File: src/rtl/seq_detect_pkg.sv
// Shared types and default sizes for the programmable serial pattern detector.
package seq_detect_pkg;

    localparam int PAT_W_DEF = 8;
    localparam int CNT_W_DEF = 8;

    typedef enum logic [1:0] {
        ST_IDLE  = 2'd0,
        ST_FILL  = 2'd1,
        ST_ARMED = 2'd2
    } state_e;

endpackage

File: src/rtl/sat_counter.sv
// Saturating up-counter with synchronous clear; clear wins over increment.
module sat_counter #(
    parameter int CNT_W = 8
) (
    input  logic             clk_i,
    input  logic             rst_ni,
    input  logic             clr_i,
    input  logic             inc_i,
    output logic [CNT_W-1:0] count_o
);

    logic [CNT_W-1:0] count_q;

    always_ff @(posedge clk_i) begin
        if (!rst_ni) begin
            count_q <= '0;
        end else if (clr_i) begin
            count_q <= '0;
        end else if (inc_i && (count_q != {CNT_W{1'b1}})) begin
            count_q <= count_q + CNT_W'(1);
        end
    end

    assign count_o = count_q;

endmodule

File: src/rtl/seq_detect_prog.sv
// Programmable serial pattern detector with overlap / non-overlap modes.
//   state    | meaning
//   ST_IDLE  | unconfigured, input bits ignored
//   ST_FILL  | fewer than len bits accepted since the last clear
//   ST_ARMED | history holds at least len valid bits
module seq_detect_prog
    import seq_detect_pkg::*;
#(
    parameter int PAT_W = PAT_W_DEF,
    parameter int CNT_W = CNT_W_DEF
) (
    input  logic                       clk,
    input  logic                       reset,
    input  logic                       in_valid,
    input  logic                       inbits,
    input  logic                       cfg_load,
    input  logic [PAT_W-1:0]           cfg_pattern,
    input  logic [$clog2(PAT_W+1)-1:0] cfg_len,
    input  logic                       cfg_overlap,
    input  logic                       cnt_clr,
    output logic                       detect,
    output logic [CNT_W-1:0]           match_count,
    output logic                       cfg_err,
    output logic                       armed
);

    localparam int LEN_W = $clog2(PAT_W + 1);

    state_e             state_q, state_d;
    logic [PAT_W-1:0]   hist_q, hist_d;
    logic [LEN_W-1:0]   fill_q, fill_d;
    logic [PAT_W-1:0]   pat_q, pat_d;
    logic [LEN_W-1:0]   len_q, len_d;
    logic               ovl_q, ovl_d;
    logic               detect_q, detect_d;
    logic               cfg_err_q, cfg_err_d;
    logic               armed_q, armed_d;

    logic               accept;
    logic               len_ok;
    logic               load_ok;
    logic               match;
    logic [PAT_W-1:0]   hist_shift;
    logic [PAT_W-1:0]   len_mask;
    logic [LEN_W-1:0]   fill_inc;

    assign accept     = in_valid && (state_q != ST_IDLE);
    assign len_ok     = (cfg_len != '0) && (int'(cfg_len) <= PAT_W);
    assign load_ok    = cfg_load && len_ok;
    assign hist_shift = {hist_q[PAT_W-2:0], inbits};
    assign fill_inc   = fill_q + LEN_W'(1);

    always_comb begin
        len_mask = '0;
        for (int i = 0; i < PAT_W; i++) begin
            len_mask[i] = (i < int'(len_q));
        end
    end

    // Match always uses the configuration in force before any same-cycle load.
    assign match = accept
                && ((state_q == ST_ARMED) || (fill_inc == len_q))
                && ((hist_shift & len_mask) == (pat_q & len_mask));

    always_ff @(posedge clk) begin
        if (!reset) begin
            state_q   <= ST_IDLE;
            hist_q    <= '0;
            fill_q    <= '0;
            pat_q     <= '0;
            len_q     <= LEN_W'(1);
            ovl_q     <= 1'b0;
            detect_q  <= 1'b0;
            cfg_err_q <= 1'b0;
            armed_q   <= 1'b0;
        end else begin
            state_q   <= state_d;
            hist_q    <= hist_d;
            fill_q    <= fill_d;
            pat_q     <= pat_d;
            len_q     <= len_d;
            ovl_q     <= ovl_d;
            detect_q  <= detect_d;
            cfg_err_q <= cfg_err_d;
            armed_q   <= armed_d;
        end
    end

    always_comb begin
        state_d = state_q;
        hist_d  = hist_q;
        fill_d  = fill_q;
        pat_d   = pat_q;
        len_d   = len_q;
        ovl_d   = ovl_q;
        if (accept) begin
            hist_d = hist_shift;
            if (state_q == ST_FILL) begin
                fill_d = fill_inc;
                if (fill_inc == len_q) begin
                    state_d = ST_ARMED;
                end
            end
            // Non-overlap: the next match must be built from len fresh bits.
            if (match && !ovl_q) begin
                state_d = ST_FILL;
                fill_d  = '0;
            end
        end
        if (load_ok) begin
            pat_d   = cfg_pattern;
            len_d   = cfg_len;
            ovl_d   = cfg_overlap;
            hist_d  = '0;
            fill_d  = '0;
            state_d = ST_FILL;
        end
    end

    always_comb begin
        detect_d  = match;
        cfg_err_d = cfg_load && !len_ok;
        armed_d   = (state_d == ST_ARMED);
    end

    sat_counter #(
        .CNT_W (CNT_W)
    ) u_cnt (
        .clk_i   (clk),
        .rst_ni  (reset),
        .clr_i   (cnt_clr),
        .inc_i   (match),
        .count_o (match_count)
    );

    assign detect  = detect_q;
    assign cfg_err = cfg_err_q;
    assign armed   = armed_q;

endmodule

File: config.mk
export PLATFORM = sky130hd
export DESIGN_NAME = seq_detect_prog
export DESIGN_NICKNAME = d
export VERILOG_FILES = /design/src/rtl/seq_detect_pkg.sv /design/src/rtl/sat_counter.sv /design/src/rtl/seq_detect_prog.sv
export SDC_FILE = /design/constraint.sdc
export NUM_CORES = 1
export LEC_CHECK = 0
export ABC_AREA = 1
export CORE_MARGIN = 1.5
export CORE_UTILIZATION = 62
export CTS_CLUSTER_SIZE = 30
export DETAILED_ROUTE_END_ITERATION = 7
export DONT_BUFFER_PORTS = 1
export GPL_ROUTABILITY_DRIVEN = 0
export MAX_ROUTING_LAYER = met4
export PLACE_DENSITY_LB_ADDON = 0.15
export SLEW_MARGIN = 5
export SYNTH_ARGS = -nofsm -noshare
export SYNTH_HDL_FRONTEND = slang
export SYNTH_SLANG_ARGS = --single-unit
export TNS_END_PERCENT = 100
File: constraint.sdc
create_clock -name clk -period 2.1 [get_ports clk]
set_input_delay 0.105 -clock clk [delete_from_list [all_inputs] [get_ports clk]]
set_output_delay 0.105 -clock clk [all_outputs]
set_load 0.005 [all_outputs]
Word level (Yosys, flattened, before mapping)

Index checks and enable logic that the tools add are counted.

Output and inout bits: 11
Word-level logic and storage cells: 54
Input port bits: 19
Register bits after elaboration: 37

$lt $le $gt $ge: 9
Reduce and logical (&&, ||, !) cells: 17
Bitwise operators: 3
Eq/ne operators: 6
Muxes and demuxes: 7
Add/sub/neg operators: 2

Operators with widths:

| operator                                                  | count |
|---|---|
| AND 8 bit                                                 | 2 |
| less-than comparator 3 x 4 -> 1 bit, first input constant | 4 |
| 2-to-1 mux 2 bit                                          | 5 |
| adder 8 x 1 -> 8 bit, second input constant               | 1 |
| == test 8 bit                                             | 1 |
| logical AND 1 bit                                         | 8 |
| less-than comparator 1 x 4 -> 1 bit, first input constant | 2 |
| less-than comparator 2 x 4 -> 1 bit, first input constant | 2 |
| 2-to-1 mux 4 bit                                          | 2 |
| inequality test 8 bit, second input constant              | 1 |
| adder 4 x 1 -> 4 bit, second input constant               | 1 |
| == test 2 bit, second input constant                      | 2 |
| == test 4 bit                                             | 1 |
| <= comparator 4 bit, second input constant                | 1 |
| nonzero test 2 bit                                        | 2 |
| nonzero test 4 bit                                        | 1 |
| OR reduction 2 bit                                        | 2 |
| == test 2 x 1 -> 1 bit, second input constant             | 1 |
| zero test 1 bit                                           | 2 |
| AND reduction 2 bit                                       | 1 |
| logical OR 1 bit                                          | 1 |
| inverter 1 bit                                            | 1 |

Depth between registers and ports, before layout

Gate-level depths: netlist of the first run.

Depth in word-level cells: 10
Gate-level depth with buffers: 12
Gate-level depth less buffers: 12

By module

Synthesis of the first run repeated with hierarchy kept, for this count alone.

Cells, all modules: 298
Area total of the unflattened synthesis: 1960.6 µm²

Modules (own cells, without submodules):

| module          | sequential area each (µm²) | instances | area an instance (µm²) | cells each |
|---|---|---|---|---|
| seq_detect_prog | 580.6                      | 1         | 1497.7                 | 226 |
| sat_counter     | 160.2                      | 1         | 462.9                  | 72 |

Least setup slack after synthesis of the first run

OpenSTA, ideal clock, no wires.

Path kind: reg2reg
From: reg fill_q[0]
To: reg state_q[0]
Arrival: 1597 ps
Period minus slack after synthesis: 1661 ps
Stages on the path, launching flop included: 11
Setup time: 64 ps
Path slack: 439 ps
Required time: 2036 ps
Path buffers: 0
Path through: dfxtp_1 -> ha_1 -> xnor2_1 -> nand2_1 -> nor2_1 -> nand2_1 -> nand2_2 -> nand4_4 -> nand4_1 -> inv_1 -> nor2_1

Longest elaborated chain between the ends: 9
Elaborated cells on any way between the ends: 11
Classes of those cells: add/sub: 1; eq/ne: 1; mux: 5; reduce/logical: 4

Ends and longest elaborated chain:

| what                   | line                                          | RTL |
|---|---|---|
| from (decl)            | seq_detect_prog.sv:31                         | `logic [LEN_W-1:0] fill_q, fill_d;` |
| from (signal assigned) | seq_detect_prog.sv:79                         | `fill_q <= fill_d;` |
| adder 4 x 1 -> 4 bit * | seq_detect_prog.sv:51                         | `assign fill_inc = fill_q + LEN_W'(1);` |
| == test 4 bit *        | seq_detect_prog.sv:62, seq_detect_prog.sv:100 |  |
| logical OR 1 bit       | seq_detect_prog.sv:62                         | `&& ((state_q == ST_ARMED) \|\| (fill_inc == len_q))` |
| logical AND 1 bit      | seq_detect_prog.sv:62                         |  |
| logical AND 1 bit      | seq_detect_prog.sv:63                         | `&& ((hist_shift & len_mask) == (pat_q & len_mask));` |
| logical AND 1 bit      | seq_detect_prog.sv:105                        | `if (match && !ovl_q) begin` |
| 2-to-1 mux 2 bit *     | seq_detect_prog.sv:105                        |  |
| 2-to-1 mux 2 bit *     | seq_detect_prog.sv:96                         | `if (accept) begin` |
| 2-to-1 mux 2 bit *     | seq_detect_prog.sv:110                        | `if (load_ok) begin` |
| to (signal assigned)   | seq_detect_prog.sv:77                         | `state_q <= state_d;` |
| to (decl)              | seq_detect_prog.sv:29                         | `state_e state_q, state_d;` |

Every way passes the cells marked *; elsewhere a longest branch is shown, timed or not.
A chain may end at the register's enable or synchronous reset.

Worst setup path after layout of the first run

From: reg fill_q[1]
To: reg state_q[0]

The elaborated chain is that of the path after synthesis.

==> impl_metrics.py, run 1 <==
metrics = {
    "floorplanning": {
        "fp.coreArea_um2": 2810,
        "dieArea_um2": 3360,
        "initial_core_util": 0.667,
        "fp.dieH_um": 57.9,
        "rows": 19,
        "floorplan.die.width_um": 57.9,
        "boundaryPins": 30,
    },
    "detailed_routing": {
        "met1_length_mm": 1.84,
        "drt-wirelength-per-cell_um": 12.7,
        "met3RoutedLength_um": 268,
        "dr_total_vias": 1813,
        "detail_route.first_pass.iterations": 8,
        "vias_per_cell": 5.53,
        "remaining_drc_errors": 2,
        "final_wirelength_mm": 4.17,
        "top_layer": "met4",
        "ant_nets": 0,
        "dr_wl_met2_mm": 2.00,
        "1st_iter_drt_viols": 157,
    },
    "critical_path": {
        "reg2regPathDepth": 10,
        "cpMaxStageDelayCell": "sky130_fd_sc_hd__dfxtp_1",
        "minimum_setup_slack_among_reg_to_reg_paths_ps": 280,
        "cp_cell_sequence": "ha_1 > xnor2_1 > nand2_1 > nor2_1 > nand2_1 > nand2_4 > nand4_4 > nand4_1 > inv_1 > nor2_1",
        "critical_path.startpoint_type": "register",
        "crit_arrival_ps": 2120,
        "timing.critical_path.max_delay_family": "simple AND/OR/NAND/NOR gates",
        "critPathMaxStageDelay_ps": 440,
        "crit_path_end_kind": "register",
        "startpoint_of_the_most_critical_register_to_register_path": "fill_q[1]$_SDFFE_PP0P_",
        "critical_path.n_buffers_inverters": 1,
        "worstSetupPathType": "register to register",
        "timing.critical_path.required_ps": 2390,
        "critical_path.max_fanout": 10,
        "terminus_of_the_critical_flop_to_flop_path": "state_q[0]$_SDFF_PN0_",
    },
    "power": {
        "p_seq_frac": 0.504,
        "p_sw_frac": 0.283,
        "power_switching_w": 0.000425,
        "cell_leakage_power_nw": 0.921,
        "internal-power_w": 0.00108,
        "cellPowerDensity_nw_per_um2": 689,
        "clockPowerShare": 0.338,
        "vdd_drop_max_mv": 0.572,
        "share_of_power_burned_in_combinational_logic": 0.158,
    },
    "worst_hold_path": {
        "min-delay-path-class": "primary input to register",
        "timing.hold.worst_path_depth": 5,
        "hold_path_sink": "len_q[3]$_SDFFE_PN0P_",
        "holdCritStartpoint": "cfg_load",
    },
    "sta": {
        "min_period_over_period": 0.869,
        "maxSlewViolCount": 0,
        "skew_ps": 5.18,
        "finalSetupTns_ps": 0,
        "setup-violations-final": 0,
        "fmax_ghz": 0.548,
        "hold_violations": 0,
        "layout_min_cycle_time_ps": 1820,
        "timing.slew.headroom": 0.679,
        "rsz0062_at_grt": "false",
        "max_slew.worst_pin.slew_ps": 481,
    },
    "clock_tree": {
        "post-cts-setup-buffers": 0,
        "cts_buffer_depth": 2,
        "clock-sinks": 37,
        "clk_pin_slew_worst_paths_ps": 120,
        "cts-buffers-inserted": 5,
        "tritoncts_clock_tree": "yes",
        "htree_num_levels": 2,
        "root_buffer": "sky130_fd_sc_hd__clkbuf_4",
        "clkLatencyLatePin_ps": 350,
    },
    "global_routing": {
        "wire_length_of_the_first_global_routing_pass_mm": 7.01,
        "first_global_vias": 1692,
        "pin_count_of_the_biggest_net_entering_global_routing": 22,
        "number_of_antenna_violations_at_the_first_check_in_global_routing": 0,
        "track_usage": 0.284,
        "overflow": 0,
    },
    "layout": {
        "finish.utilization": 0.776,
        "antenna_cells": 0,
        "final_layout_size_suffix_gt1_frac": 0.0741,
        "fin_nets": 317,
        "fillers": 227,
        "layout_common_cells": "72 x sky130_fd_sc_hd__nand2_1, 37 x sky130_fd_sc_hd__inv_1, 36 x sky130_fd_sc_hd__dfxtp_1, 27 x sky130_fd_sc_hd__nor2_1, 24 x sky130_fd_sc_hd__a21oi_1",
        "most_frequent_standard_cell_in_the_layout_excluding_fill_and_tap_cells": "sky130_fd_sc_hd__nand2_1",
        "area_delta_synth_final_pct": 16.3,
    },
    "synthesis": {
        "synth.avg_cell_area_um2": 6.86,
        "yosys.area.top_type": "sky130_fd_sc_hd__dfxtp_1",
        "ys_warn_count": 0,
        "ys_seq_area_frac": 0.396,
        "synth_area_leaders": "sky130_fd_sc_hd__dfxtp_1 40%, sky130_fd_sc_hd__nand2_1 14%, sky130_fd_sc_hd__inv_1 7.4%",
        "ys_types": 26,
        "netlist_area_um2": 1870,
        "yosys_register_bits": 37,
        "synthCells": 273,
        "synth_nets": 294,
        "synth_largest_type_area_fraction": 0.396,
    },
    "placement": {
        "place_hpwl_mm": 2.79,
        "port-buffer-count": 0,
    },
    "run_status": {
        "violations": "design-rule violations",
        "status": "finished, violations left",
    },
    "flow_run": {
        "max_cap_violations": 0,
    },
}
## kinds of logic (layout without fill, tap and decap cells)
| logic type | Yosys count | count (layout) | share of synthesized area |
|---|---|---|---|
| AND/OR/NAND/NOR | 140 | 140 | 0.334 |
| AO/OA/AOI/OAI | 42 | 42 | 0.124 |
| adder cells (fa/ha/maj) | 2 | 2 | 0.0134 |
| XOR/XNOR | 9 | 9 | 0.0421 |
| buffers and inverters | 43 | 67 | 0.0902 |
| flip-flops | 37 | 37 | 0.396 |
## sequential cells by signal (all words and copies together), names as in the netlist
signal and flops:
state_q 2, pat_q 8, u_cnt.count_o 8, detect 1
len_q 4, ovl_q 1, fill_q 4, armed 1
cfg_err 1, hist_q 7
## synthesized netlist by cell type (all sizes together)
master	number
nand2	75
o21ai	14
and2	1
xnor2	4
nor2	28
o211ai	1
a21oi	25
a211oi	1
buf	1
inv	38
nand4	11
nor3	2
xor2	5
or2	1
ha	2
nand3	22
clkbuf	4
dfxtp	37
o21bai	1
## through the flow
step           cells  area (µm²)  hold slack [ps]  total power [W]  worst slack (ps)
2_1_floorplan    273        1870              226         0.000929               439
4_1_cts          328        2170              149          0.00149               175
3_3_place_gp     302        1910              193         0.000965               253
5_1_grt          328        2180              176          0.00157              69.7
6_report         328        2180              143          0.00150               276
3_5_place_dp     302        1910              202         0.000968               221
## per-layer routing
layer,up-vias,global-route usage
met3,7,0.0603
li1,924,-
met1,821,0.351
met4,0,0.106
met2,61,0.456
met5,-,-
## worst min-delay path, cell delays in order
cell                      delay, ps
sky130_fd_sc_hd__inv_1           30
sky130_fd_sc_hd__nor2_1          40
sky130_fd_sc_hd__buf_4          150
sky130_fd_sc_hd__nand3_1         60
sky130_fd_sc_hd__o21ai_0         60
## worst max path at each step
| stage | start | endpoint | slack (ps) | cells past startpoint |
|---|---|---|---|---|
| after detailed placement | fill_q[0]$_SDFFE_PP0P_ | state_q[0]$_SDFF_PN0_ | 220 | 10 |
| final | fill_q[1]$_SDFFE_PP0P_ | state_q[0]$_SDFF_PN0_ | 280 | 10 |
| after global placement | fill_q[0]$_SDFFE_PP0P_ | state_q[0]$_SDFF_PN0_ | 250 | 10 |
| after floorplan | fill_q[0]$_SDFFE_PP0P_ | state_q[0]$_SDFF_PN0_ | 440 | 10 |
| after global routing | fill_q[1]$_SDFFE_PP0P_ | state_q[0]$_SDFF_PN0_ | 70 | 10 |
| after CTS | fill_q[0]$_SDFFE_PP0P_ | state_q[0]$_SDFF_PN0_ | 180 | 10 |
## area by class of cell
class / count / area (µm²) / area share
sequential: 37 / 742 / 0.341
clock inverter: 3 / 46.3 / 0.0213
inverter: 38 / 143 / 0.0655
tap: 31 / 38.8 / 0.0178
timing repair buffer: 21 / 203 / 0.0931
clock buffer: 5 / 37.5 / 0.0172
multi-input combinational: 193 / 967 / 0.444
## power groups by stage
stage,clock network [W],logic [W],registers [W]
after detailed placement,0,0.000198,0.000770
after floorplan,0,0.000164,0.000765
after global placement,0,0.000195,0.000770
after CTS,0.000507,0.000231,0.000754
final,0.000508,0.000237,0.000756
after global routing,0.000547,0.000267,0.000760
## repair_timing
action	CTS	global route
hold buffers	18	0
setup endpoints to repair	0	6
gates resized for setup	0	2
endpoints found under the hold margin	19	0
(Power assumes the default switching activity.)
==> run 2, diff against run 1 <==
--- a/config.mk
+++ b/config.mk
@@ -7,7 +7,7 @@
 export LEC_CHECK = 0
 export ABC_AREA = 1
 export CORE_MARGIN = 1.5
-export CORE_UTILIZATION = 62
+export CORE_UTILIZATION = 56
 export CTS_CLUSTER_SIZE = 30
 export DETAILED_ROUTE_END_ITERATION = 7
 export DONT_BUFFER_PORTS = 1
==> impl_metrics.py, run 2 (same netlist as run 1, synthesis figures left out) <==
metrics = {
    "run_status": {
        "status": "finished, violations left",
        "violations": "negative hold slack",
    },
    "clock_tree": {
        "post-cts-setup-buffers": 0,
        "clkLatencyLatePin_ps": 360,
        "clock-sinks": 37,
        "cts-buffers-inserted": 5,
        "cts_buffer_depth": 2,
        "root_buffer": "sky130_fd_sc_hd__clkbuf_4",
        "clk_pin_slew_worst_paths_ps": 120,
        "htree_num_levels": 2,
        "tritoncts_clock_tree": "yes",
    },
    "layout": {
        "finish.utilization": 0.714,
        "fin_nets": 318,
        "area_delta_synth_final_pct": 18.4,
        "antenna_cells": 0,
        "most_frequent_standard_cell_in_the_layout_excluding_fill_and_tap_cells": "sky130_fd_sc_hd__nand2_1",
        "final_layout_size_suffix_gt1_frac": 0.0805,
        "layout_common_cells": "72 x sky130_fd_sc_hd__nand2_1, 37 x sky130_fd_sc_hd__inv_1, 36 x sky130_fd_sc_hd__dfxtp_1, 27 x sky130_fd_sc_hd__nor2_1, 24 x sky130_fd_sc_hd__a21oi_1",
    },
    "power": {
        "cell_leakage_power_nw": 0.934,
        "cellPowerDensity_nw_per_um2": 736,
        "vdd_drop_max_mv": 0.451,
    },
    "detailed_routing": {
        "dr_total_vias": 1757,
        "1st_iter_drt_viols": 99,
        "vias_per_cell": 5.14,
        "drt-wirelength-per-cell_um": 12.3,
        "ant_nets": 0,
        "remaining_drc_errors": 0,
        "final_wirelength_mm": 4.21,
        "detail_route.first_pass.iterations": 4,
    },
    "floorplanning": {
        "floorplan.die.width_um": 60.8,
        "fp.coreArea_um2": 3100,
        "initial_core_util": 0.603,
        "boundaryPins": 30,
        "rows": 20,
        "fp.dieH_um": 60.8,
        "dieArea_um2": 3700,
    },
    "sta": {
        "fmax_ghz": 0.538,
        "min_period_over_period": 0.885,
        "layout_min_cycle_time_ps": 1860,
        "skew_ps": 11.2,
        "maxSlewViolCount": 0,
        "rsz0062_at_grt": "false",
        "finalSetupTns_ps": 0,
        "hold_violations": 1,
        "worst_hold_slack_ps": -14.7,
        "setup-violations-final": 0,
        "timing.slew.headroom": 0.722,
        "max_slew.worst_pin.slew_ps": 416,
    },
    "worst_hold_path": {
        "min-delay-path-class": "primary input to register",
    },
    "flow_run": {
        "max_cap_violations": 0,
    },
    "critical_path": {
        "critPathMaxStageDelay_ps": 430,
        "critical_path.startpoint_type": "register",
        "crit_path_end_kind": "register",
        "timing.critical_path.required_ps": 2360,
        "critical_path.max_fanout": 10,
        "worstSetupPathType": "register to register",
        "timing.critical_path.max_delay_family": "simple AND/OR/NAND/NOR gates",
        "cp_cell_sequence": "ha_1 > xnor2_1 > nand2_1 > nor2_1 > nand2_1 > nand2_2 > nand4_4 > o211ai_1 > inv_1",
        "cpMaxStageDelayCell": "sky130_fd_sc_hd__dfxtp_1",
        "critical_path.n_buffers_inverters": 1,
        "crit_arrival_ps": 2120,
        "timing.critical_path.mode_cell": "sky130_fd_sc_hd__nand2_1",
    },
    "global_routing": {
        "pin_count_of_the_biggest_net_entering_global_routing": 22,
        "first_global_vias": 1560,
        "overflow": 0,
        "wire_length_of_the_first_global_routing_pass_mm": 6.91,
        "number_of_antenna_violations_at_the_first_check_in_global_routing": 0,
        "track_usage": 0.261,
    },
    "placement": {
        "place_hpwl_mm": 2.97,
        "port-buffer-count": 0,
    },
}
-- run 2: power breakdown --
part / leakage [nW] / total, W / switching, W / internal [W]
sequential: 0.302 / 0.000756 / 0.0000244 / 0.000732
combinational: 0.577 / 0.000237 / 0.000143 / 0.0000935
clock: 0.0558 / 0.000637 / 0.000263 / 0.000374
-- run 2: repair_timing --
action | CTS | global route
endpoints found under the setup margin | 0 | 4
gates resized for setup | 0 | 1
hold buffers | 17 | 0
endpoints found under the hold margin | 19 | 0
-- run 2: worst paths after layout --
| path | startpoint | to | slack (ps) | depth (start not counted) |
|---|---|---|---|---|
| worst max-delay path | fill_q[1]$_SDFFE_PP0P_ | state_q[1]$_SDFF_PN0_ | 240 | 9 |
| worst min-delay path | cfg_pattern[5] | pat_q[5]$_SDFFE_PN0P_ | -10 | 2 |
| worst max register to register | fill_q[1]$_SDFFE_PP0P_ | state_q[1]$_SDFF_PN0_ | 240 | 9 |
| worst min register to register | pat_q[4]$_SDFFE_PN0P_ | pat_q[4]$_SDFFE_PN0P_ | 480 | 2 |
-- run 2: through the flow --
stage,worst slack (ps),cells,power [W],area (µm²)
global route,26.0,342,0.00170,2220
global placement,319,317,0.000971,1940
finish,242,342,0.00163,2220
detailed placement,249,317,0.000976,1940
floorplan,439,273,0.000929,1870
CTS,210,342,0.00163,2210
-- run 2: cell type report --
cell class                      count  area, µm²
Clock buffer                        5       37.5
Clock inverter                      3       68.8
Fill cell                         283        887
Inverter                           38        143
Multi-Input combinational cell    193        962
Sequential cell                    37        742
Tap cell                           44       55.1
Timing Repair Buffer               22        208
-- run 2: layer usage --
| layer | GRT usage | up-vias | routed length [µm] |
|---|---|---|---|
| met2 | 0.407 | 33 | 2050 |
| met5 | - | - | 0 |
| met3 | 0.0640 | 8 | 189 |
| met1 | 0.324 | 787 | 1910 |
| li1 | - | 929 | - |
| met4 | 0.0994 | 0 | 65 |
